File: config.mk
export PLATFORM = sky130hd
export DESIGN_NAME = sram_port_arbiter
export DESIGN_NICKNAME = d
export VERILOG_FILES = /design/src/rtl/core_mem_pkg.sv /design/src/rtl/sram_window_decode.sv /design/src/rtl/sram_port_arbiter.sv
export SDC_FILE = /design/constraint.sdc
export NUM_CORES = 1
export LEC_CHECK = 0
export BUFFER_PORTS_ARGS = -buffer_cell sky130_fd_sc_hd__buf_2
export CORE_AREA = 2 2 105 107
export CTS_CLUSTER_SIZE = 14
export DETAILED_ROUTE_END_ITERATION = 12
export DIE_AREA = 0 0 107 109
export SETUP_SLACK_MARGIN = 0.02
export SLEW_MARGIN = 30
export SYNTH_ARGS = -nofsm -noshare
export SYNTH_HDL_FRONTEND = slang
export SYNTH_HIERARCHICAL = 1
export SYNTH_SLANG_ARGS = --single-unit
File: constraint.sdc
create_clock -name clock -period 1.5 [get_ports clock]
set_clock_uncertainty 0.1 [all_clocks]
set_input_delay 0.15 -clock clock [delete_from_list [all_inputs] [get_ports clock]]
set_output_delay 0.15 -clock clock [all_outputs]
set_load 0.01 [all_outputs]
File: src/rtl/core_mem_pkg.sv
// Shared definitions for the RV32I core memory ports: port indices, SRAM window,
// issue-slot record and read-lane masking.
package core_mem_pkg;

  localparam logic PORT_INST = 1'b0;
  localparam logic PORT_DATA = 1'b1;

  localparam logic [7:0] DEFAULT_WINDOW_LO = 8'h00;
  localparam logic [7:0] DEFAULT_WINDOW_HI = 8'h80;
  localparam int         DEFAULT_MAX_WAIT  = 4;

  typedef struct packed {
    logic valid;
    logic port;
    logic fault;
  } slot_t;

  function automatic logic [31:0] laneMask(input logic [3:0] byteSelect);
    return {{8{byteSelect[3]}}, {8{byteSelect[2]}}, {8{byteSelect[1]}}, {8{byteSelect[0]}}};
  endfunction

endpackage

File: src/rtl/sram_window_decode.sv
// Splits a core byte address into the SRAM-local address and a flag saying
// whether the top byte selects one of the two accepted SRAM windows.
module sram_window_decode
  import core_mem_pkg::*;
#(
  parameter int         ADDR_WIDTH = 24,
  parameter logic [7:0] WINDOW_LO  = DEFAULT_WINDOW_LO,
  parameter logic [7:0] WINDOW_HI  = DEFAULT_WINDOW_HI
) (
  input  logic [31:0]           address,
  output logic                  inWindow,
  output logic [ADDR_WIDTH-1:0] localAddress
);

  assign inWindow     = (address[31:24] == WINDOW_LO) || (address[31:24] == WINDOW_HI);
  assign localAddress = address[ADDR_WIDTH-1:0];

endmodule

File: src/rtl/sram_port_arbiter.sv
// Shares one single-port, 1-cycle-latency SRAM between the fetch and data ports
// of the core; data has priority, bounded by an instruction anti-starvation count.
//
// phase | meaning
// WAIT  | port enable high, no slot holds this port yet
// ISSUE | issue slot holds this port; SRAM driven from its held request
// RESP  | response slot holds this port; busy low, data or fault presented
module sram_port_arbiter
  import core_mem_pkg::*;
#(
  parameter int         ADDR_WIDTH = 24,
  parameter logic [7:0] WINDOW_LO  = DEFAULT_WINDOW_LO,
  parameter logic [7:0] WINDOW_HI  = DEFAULT_WINDOW_HI,
  parameter int         MAX_WAIT   = DEFAULT_MAX_WAIT
) (
  input  logic                  clock,
  input  logic                  RSTB,
  input  logic [31:0]           instruction_memoryAddress,
  input  logic                  instruction_memoryEnable,
  output logic [31:0]           instruction_memoryDataRead,
  output logic                  instruction_memoryBusy,
  output logic                  instruction_memoryAccessFault,
  input  logic [31:0]           data_memoryAddress,
  input  logic [3:0]            data_memoryByteSelect,
  input  logic                  data_memoryEnable,
  input  logic                  data_memoryWriteEnable,
  input  logic [31:0]           data_memoryDataWrite,
  output logic [31:0]           data_memoryDataRead,
  output logic                  data_memoryBusy,
  output logic                  data_memoryAccessFault,
  output logic                  sram_enable,
  output logic                  sram_writeEnable,
  output logic [3:0]            sram_byteSelect,
  output logic [ADDR_WIDTH-1:0] sram_address,
  output logic [31:0]           sram_dataWrite,
  input  logic [31:0]           sram_dataRead,
  output logic [1:0]            probe_grant
);

  localparam logic [2:0] WAIT_LIMIT = 3'(MAX_WAIT);

  slot_t issue, issueNext, resp;
  logic        respWrite;
  logic [3:0]  respByteSelect;
  logic [2:0]  instWaitCnt, instWaitNext;

  logic                  instInWindow, dataInWindow;
  logic [ADDR_WIDTH-1:0] instLocal, dataLocal;
  logic                  instCand, dataCand;
  logic                  issueIsData, instResp, dataResp;

  sram_window_decode #(
    .ADDR_WIDTH(ADDR_WIDTH), .WINDOW_LO(WINDOW_LO), .WINDOW_HI(WINDOW_HI)
  ) u_instDecode (
    .address(instruction_memoryAddress), .inWindow(instInWindow), .localAddress(instLocal)
  );

  sram_window_decode #(
    .ADDR_WIDTH(ADDR_WIDTH), .WINDOW_LO(WINDOW_LO), .WINDOW_HI(WINDOW_HI)
  ) u_dataDecode (
    .address(data_memoryAddress), .inWindow(dataInWindow), .localAddress(dataLocal)
  );

  always_ff @(posedge clock) begin
    if (!RSTB) begin
      issue          <= '0;
      resp           <= '0;
      respWrite      <= 1'b0;
      respByteSelect <= '0;
      instWaitCnt    <= '0;
    end else begin
      issue          <= issueNext;
      resp           <= issue;
      respWrite      <= (issue.port == PORT_DATA) && data_memoryWriteEnable;
      respByteSelect <= data_memoryByteSelect;
      instWaitCnt    <= instWaitNext;
    end
  end

  // A port already holding the issue or response slot cannot be picked again,
  // so alternating ports pipeline at one access per cycle.
  always_comb begin
    instCand = instruction_memoryEnable
               && !(issue.valid && issue.port == PORT_INST)
               && !(resp.valid  && resp.port  == PORT_INST);
    dataCand = data_memoryEnable
               && !(issue.valid && issue.port == PORT_DATA)
               && !(resp.valid  && resp.port  == PORT_DATA);
    issueNext    = '0;
    instWaitNext = instWaitCnt;
    if (instCand && (!dataCand || instWaitCnt == WAIT_LIMIT)) begin
      issueNext.valid = 1'b1;
      issueNext.port  = PORT_INST;
      issueNext.fault = !instInWindow;
      instWaitNext    = '0;
    end else if (dataCand) begin
      issueNext.valid = 1'b1;
      issueNext.port  = PORT_DATA;
      issueNext.fault = !dataInWindow;
      if (instCand) instWaitNext = instWaitCnt + 3'd1;
    end
    if (!instruction_memoryEnable) instWaitNext = '0;
  end

  // Everything core- or SRAM-visible is gated by RSTB so a held reset masks slots
  // that have not been cleared by a clock edge yet.
  always_comb begin
    issueIsData      = issue.port == PORT_DATA;
    sram_enable      = RSTB && issue.valid && !issue.fault;
    sram_writeEnable = sram_enable && issueIsData && data_memoryWriteEnable;
    sram_byteSelect  = issueIsData ? data_memoryByteSelect : 4'b1111;
    sram_address     = issueIsData ? dataLocal : instLocal;
    sram_dataWrite   = data_memoryDataWrite;

    instResp = RSTB && resp.valid && resp.port == PORT_INST;
    dataResp = RSTB && resp.valid && resp.port == PORT_DATA;

    instruction_memoryBusy        = instruction_memoryEnable && !instResp;
    instruction_memoryAccessFault = instResp && resp.fault;
    instruction_memoryDataRead    = (instResp && !resp.fault) ? sram_dataRead : '0;

    data_memoryBusy        = data_memoryEnable && !dataResp;
    data_memoryAccessFault = dataResp && resp.fault;
    data_memoryDataRead    = (dataResp && !resp.fault && !respWrite)
                             ? (sram_dataRead & laneMask(respByteSelect)) : '0;

    probe_grant = {issue.valid, issue.valid && issueIsData};
  end

endmodule

=== Yosys cells after proc, flatten, opt, wreduce, memory -nomap -nowiden ===
Index checks and enable logic that the tools add are counted.
Widths: inputs -> output; s select.

* Add/subtract/negate cells: 1
* Eq/ne operators: 3
* Multiplexer cells: 6
* Bitwise gates (word level): 5
* Reductions and logical operators: 44

{| class="wikitable"
|+ Operator list
! operator !! count
|-
| $mux 32 || 2
|-
| $and 32x32->32 || 1
|-
| $logic_and 1x1->1 || 24
|-
| $mux 24 || 1
|-
| $eq 8x8->1 const B || 2
|-
| $logic_not 8->1 || 2
|-
| $logic_not 1->1 || 12
|-
| $mux 3 || 2
|-
| $mux 4 || 1
|-
| $not 1->1 || 4
|-
| $add 3x1->3 const B || 1
|-
| $eq 3x3->1 const B || 1
|-
| $logic_or 1x1->1 || 3
|-
| $reduce_or 3->1 || 1
|-
| $reduce_and 2->1 || 1
|-
| $reduce_or 2->1 || 1
|}

* Bits in registers: 14
* Bits of input ports: 137
* Output and inout bits: 132
* Word-level logic and storage cells: 68

=== Logic depth before layout (Yosys ltp) ===
* Depth after elaboration: 8
* Gate-level depth with buffers: 6
* Mapped depth without buffers: 6

=== Modules after synthesis ===
The synthesis kept the hierarchy.

{| class="wikitable"
|+ By module, submodules not included
! module !! times used !! cells each !! area each (µm²) !! sequential area each (µm²)
|-
| sram_port_arbiter || 1 || 202 || 1644.1 || 280.3
|-
| sram_window_decode || 2 || 26 || 200.2 || 0.0
|}

=== Worst setup path after synthesis ===
OpenSTA, ideal clock, no wires.

* Path kind: reg-to-output
* Start point: reg resp[1] (netlist name)
* End point: out data_memoryDataRead[10]
* Arrival time: 1111 ps
* Data required time: 1250 ps
* Slack: 139 ps
* Stages on the path, launching flop included: 6
* Buffers on the path: 2
* Cell sequence: dfxtp_1 buf_4 nand2b_1 nor3_4 buf_6 and3_1

* Word-level cells in the longest chain between the ends: 4

{| class="wikitable"
|+ RTL lines
! element !! line !! RTL
|-
| start: declaration || sram_port_arbiter.sv:42 || <nowiki>slot_t issue, issueNext, resp;</nowiki>
|-
| start signal: assignment || sram_port_arbiter.sv:73 || <nowiki>resp <= issue;</nowiki>
|-
| $logic_and 1x1->1 || sram_port_arbiter.sv:116 || <nowiki>dataResp = RSTB && resp.valid && resp.port == PORT_DATA;</nowiki>
|-
| $logic_and 1x1->1 (2 in a row) || sram_port_arbiter.sv:124 || <nowiki>data_memoryDataRead = (dataResp && !resp.fault && !respWrite)</nowiki>
|-
| $mux 32 || sram_port_arbiter.sv:125 || <nowiki>? (sram_dataRead & laneMask(respByteSelect)) : '0;</nowiki>
|-
| end: declaration || sram_port_arbiter.sv:28 || <nowiki>output logic [31:0] data_memoryDataRead,</nowiki>
|}

Every way passes these cells.

=== Worst setup path in the final report ===
* Start point: reg resp[1] (netlist name)
* End point: out instruction_memoryDataRead[12]

* Word-level cells in the longest chain between the ends: 4

{| class="wikitable"
|+ RTL lines
! element !! line !! RTL
|-
| $not 1->1 || sram_port_arbiter.sv:115 || <nowiki>instResp = RSTB && resp.valid && resp.port == PORT_INST;</nowiki>
|-
| $logic_and 1x1->1 || sram_port_arbiter.sv:115 ||
|-
| $logic_and 1x1->1 || sram_port_arbiter.sv:120 || <nowiki>instruction_memoryDataRead = (instResp && !resp.fault) ? sram_dataRead : '0;</nowiki>
|-
| $mux 32 || sram_port_arbiter.sv:120 ||
|-
| end: declaration || sram_port_arbiter.sv:20 || <nowiki>output logic [31:0] instruction_memoryDataRead,</nowiki>
|}

Every way passes these cells.

==> results.cfg <==
[clock_network]
cts_root_buf = clkbuf_8
clk_pin_slew_worst_paths_ps = 60
clock-sinks = 14
cts_max_level = 1
postCtsHoldBufs = 0
cts_tree = done
clockBufferDepth = 2
cts_buffers = 3
insertion_delay_ps = 250

[job]
max_cap_violations = 0

[route]
drt_iter0_markers = 77
wl_met3_microns = 521
wl_met2_mm = 3.75
drt-pass1-iter-count = 4
top_layer_used = met4
wl_mm = 6.78
ant_nets = 0
drt-met1-wl_mm = 2.40
drcViolationCount = 0
wl_per_cell_microns = 12.8
vias = 2131
detail_route.vias_per_cell = 4.04

[pwr]
p_leak_nw = 1.84
power_w = 0.00144
peakVddDrop_mv = 0.481
power_density_nw_per_um2 = 441

[worst_setup_path]
start_kind = flop
reg2regPathDepth = 5
max_stage_delay_ps = 340
end_kind = output pin
crit_arrival_ps = 1400
worst-r2r-setup-slack_ps = 70
timing.rr.end = instWaitCnt[1]
crit_type = reg -> out
cp_top_family = buffers and inverters
timing.rr.start = issueIsData
critPathRequiredTime_ps = 1250
crit_chain = buf_6 -> nor3_4 -> buf_12 -> and2_1 -> buf_2
critPathBufInv = 3
cp_slowest_cell = dfxtp_2
cp_max_fo = 32
cp-startpoint = resp[1]

[synth]
synth_fp_nets = 393
syn_inst = 254
synth_area_sq_um = 2040
yosysUniqueCellTypes = 33
yosys_warnings = 6
ys_ff_latch = 14
ys_seq_area_share_pct = 13.7
syn_area_per_cell_sq_um = 8.05

[min_path]
worst_hold_startpoint = data_memoryByteSelect[0]
min_path_type = in -> reg
hold_depth = 2
holdPathEnd = respByteSelect[0]

[timing]
hold_viol = 0
maxSlewHeadroom_pct = 76.9
slew_violations = 0
setup_ws_ps = -154
setup_violations = 88
worst_pin_slew_ps = 346
rsz0062_at_grt = true
fmax_mhz = 604
fin_crit_sh_pct = 110
period_needed_ps = 1650

[finish]
fillerInstances = 1114
diodes = 0
area_growth_pct = 59.9
final_area_sq_um = 3270
drive_above_1_share_pct = 71.1
stdcell_count = 528
nets = 528

[place]
dp_hpwl_mm = 5.25
dp_cells = 514
post-place-ws_ps = -20.8
gp_congestion = 0.680
io_buffers = 202
place_area_sq_um = 2670

[grt]
grt_pass1_vias = 1992
grt_max_degree = 33
antenna_found_initial = 0
grt_pass1_wl_mm = 9.48
grt_util_all_layers_pct = 10.1
grt-ovfl-total = 0

[floorplan]
coreArea_sq_um = 10600
dieArea_sq_um = 11700
num_io_pins = 269
start_util_pct = 19.3
fp-row-count = 38
die_w_microns = 107
die_h_microns = 109

[run_status]
violations = negative setup slack
status = finished, violations left
-- worst reg2reg max path, delay by kind of cell, from the launching register on --
| family | cells | cell delay [ps] |
|---|---|---|
| AOI/OAI and AO/OA | 2 | 520 |
| DFF | 1 | 370 |
| buffers and inverters | 2 | 250 |
| and+or+nand+nor | 1 | 130 |
-- flip-flops by register name, summed over array words and instances, names as in the netlist --
name            count
issueIsData         1
probe_grant         1
resp                3
instWaitCnt         3
issue               1
respByteSelect      4
respWrite           1
-- worst max path at each step --
stage	to	slack [ps]	cells past startpoint
after floorplan	data_memoryDataRead[10]	140	5
after global placement	data_memoryDataRead[30]	40	4
after detailed placement	data_memoryDataRead[24]	-20	4
after CTS	instruction_memoryDataRead[12]	-180	5
after global routing	instruction_memoryDataRead[30]	-240	5
final	instruction_memoryDataRead[12]	-150	5
-- layout make-up --
cell class | count | area (sq um) | area share [%]
timing repair buffer | 222 | 1540 | 47.0
multi-input combinational | 141 | 1190 | 36.4
sequential | 14 | 288 | 8.80
tap | 140 | 175 | 5.36
clock buffer | 4 | 55.1 | 1.68
inverter | 7 | 26.3 | 0.804
-- synthesized netlist by cell type, drive strengths merged --
library cell,count,share of area [%]
xor2,1,0.43
or4,2,0.73
dfxtp,14,14
and2,47,14
inv,7,1.3
nor2,8,1.5
a22oi,1,0.37
nand2b,7,2.1
ha,2,1.2
o21a,1,0.37
o211ai,1,0.37
and4bb,1,0.61
a21oi,2,0.49
nand2,7,1.7
o21bai,1,0.37
mux2,24,13
xnor2,1,0.43
buf,88,32
o221ai,1,0.43
nor3,3,1.8
nor3b,1,0.37
a31oi,1,0.31
clkbuf,4,0.92
nor4b,1,1.2
and3,25,7.9
nor4,2,1.2
o32ai,1,0.43
-- metrics by stage --
step	hold WS, ps	TNS [ps]	util, %
floorplan	172	0	-
global placement	200	0	25.1
detailed placement	200	-64.5	25.1
CTS	18.5	-10560	30.1
global route	36.4	-14740	30.8
finish	19.4	-9040	30.8
-- per-layer routing --
| metal | GRT usage [%] | up-vias |
|---|---|---|
| met4 | 1.95 | 0 |
| met1 | 10.7 | 963 |
| li1 | - | 1021 |
| met5 | 0 | - |
| met2 | 20.8 | 137 |
| met3 | 1.91 | 10 |
-- cell families (layout without fill, tap and decap cells) --
group / count (synthesis) / after routing / synth area share (%)
buffers and inverters: 99 / 233 / 34.4
AND/OR/NAND/NOR: 104 / 104 / 33.5
adder cells (fa/ha/maj): 2 / 2 / 1.22
flip-flops: 14 / 14 / 13.7
multiplexers: 24 / 24 / 13.2
XOR/XNOR: 2 / 2 / 0.857
AO/OA/AOI/OAI: 9 / 9 / 3.12
-- where the power goes --
group	total (W)	switching (W)	internal (W)
sequential	0.000415	0.0000244	0.000391
clock	0.000381	0.000148	0.000233
combinational	0.000647	0.000246	0.000400
total	0.00144	0.000419	0.00102
-- what timing repair did --
item / in CTS / in global routing
setup buffers: 8 / 0
cloned: 2 / 1
pin swaps: 11 / 5
resized for setup: 74 / 14
endpoints found under the setup margin: 90 / 97
-- layout by cell type (no fill, tap or decap), types with 6 or more instances in the layout --
| master | count |
|---|---|
| and2_1 | 40 |
| and2_4 | 7 |
| and3_1 | 20 |
| buf_2 | 166 |
| buf_6 | 42 |
| dfxtp_1 | 10 |
| inv_1 | 7 |
| mux2_4 | 24 |
| nand2b_1 | 6 |
| nor2_1 | 8 |
(Power assumes the default switching activity.)
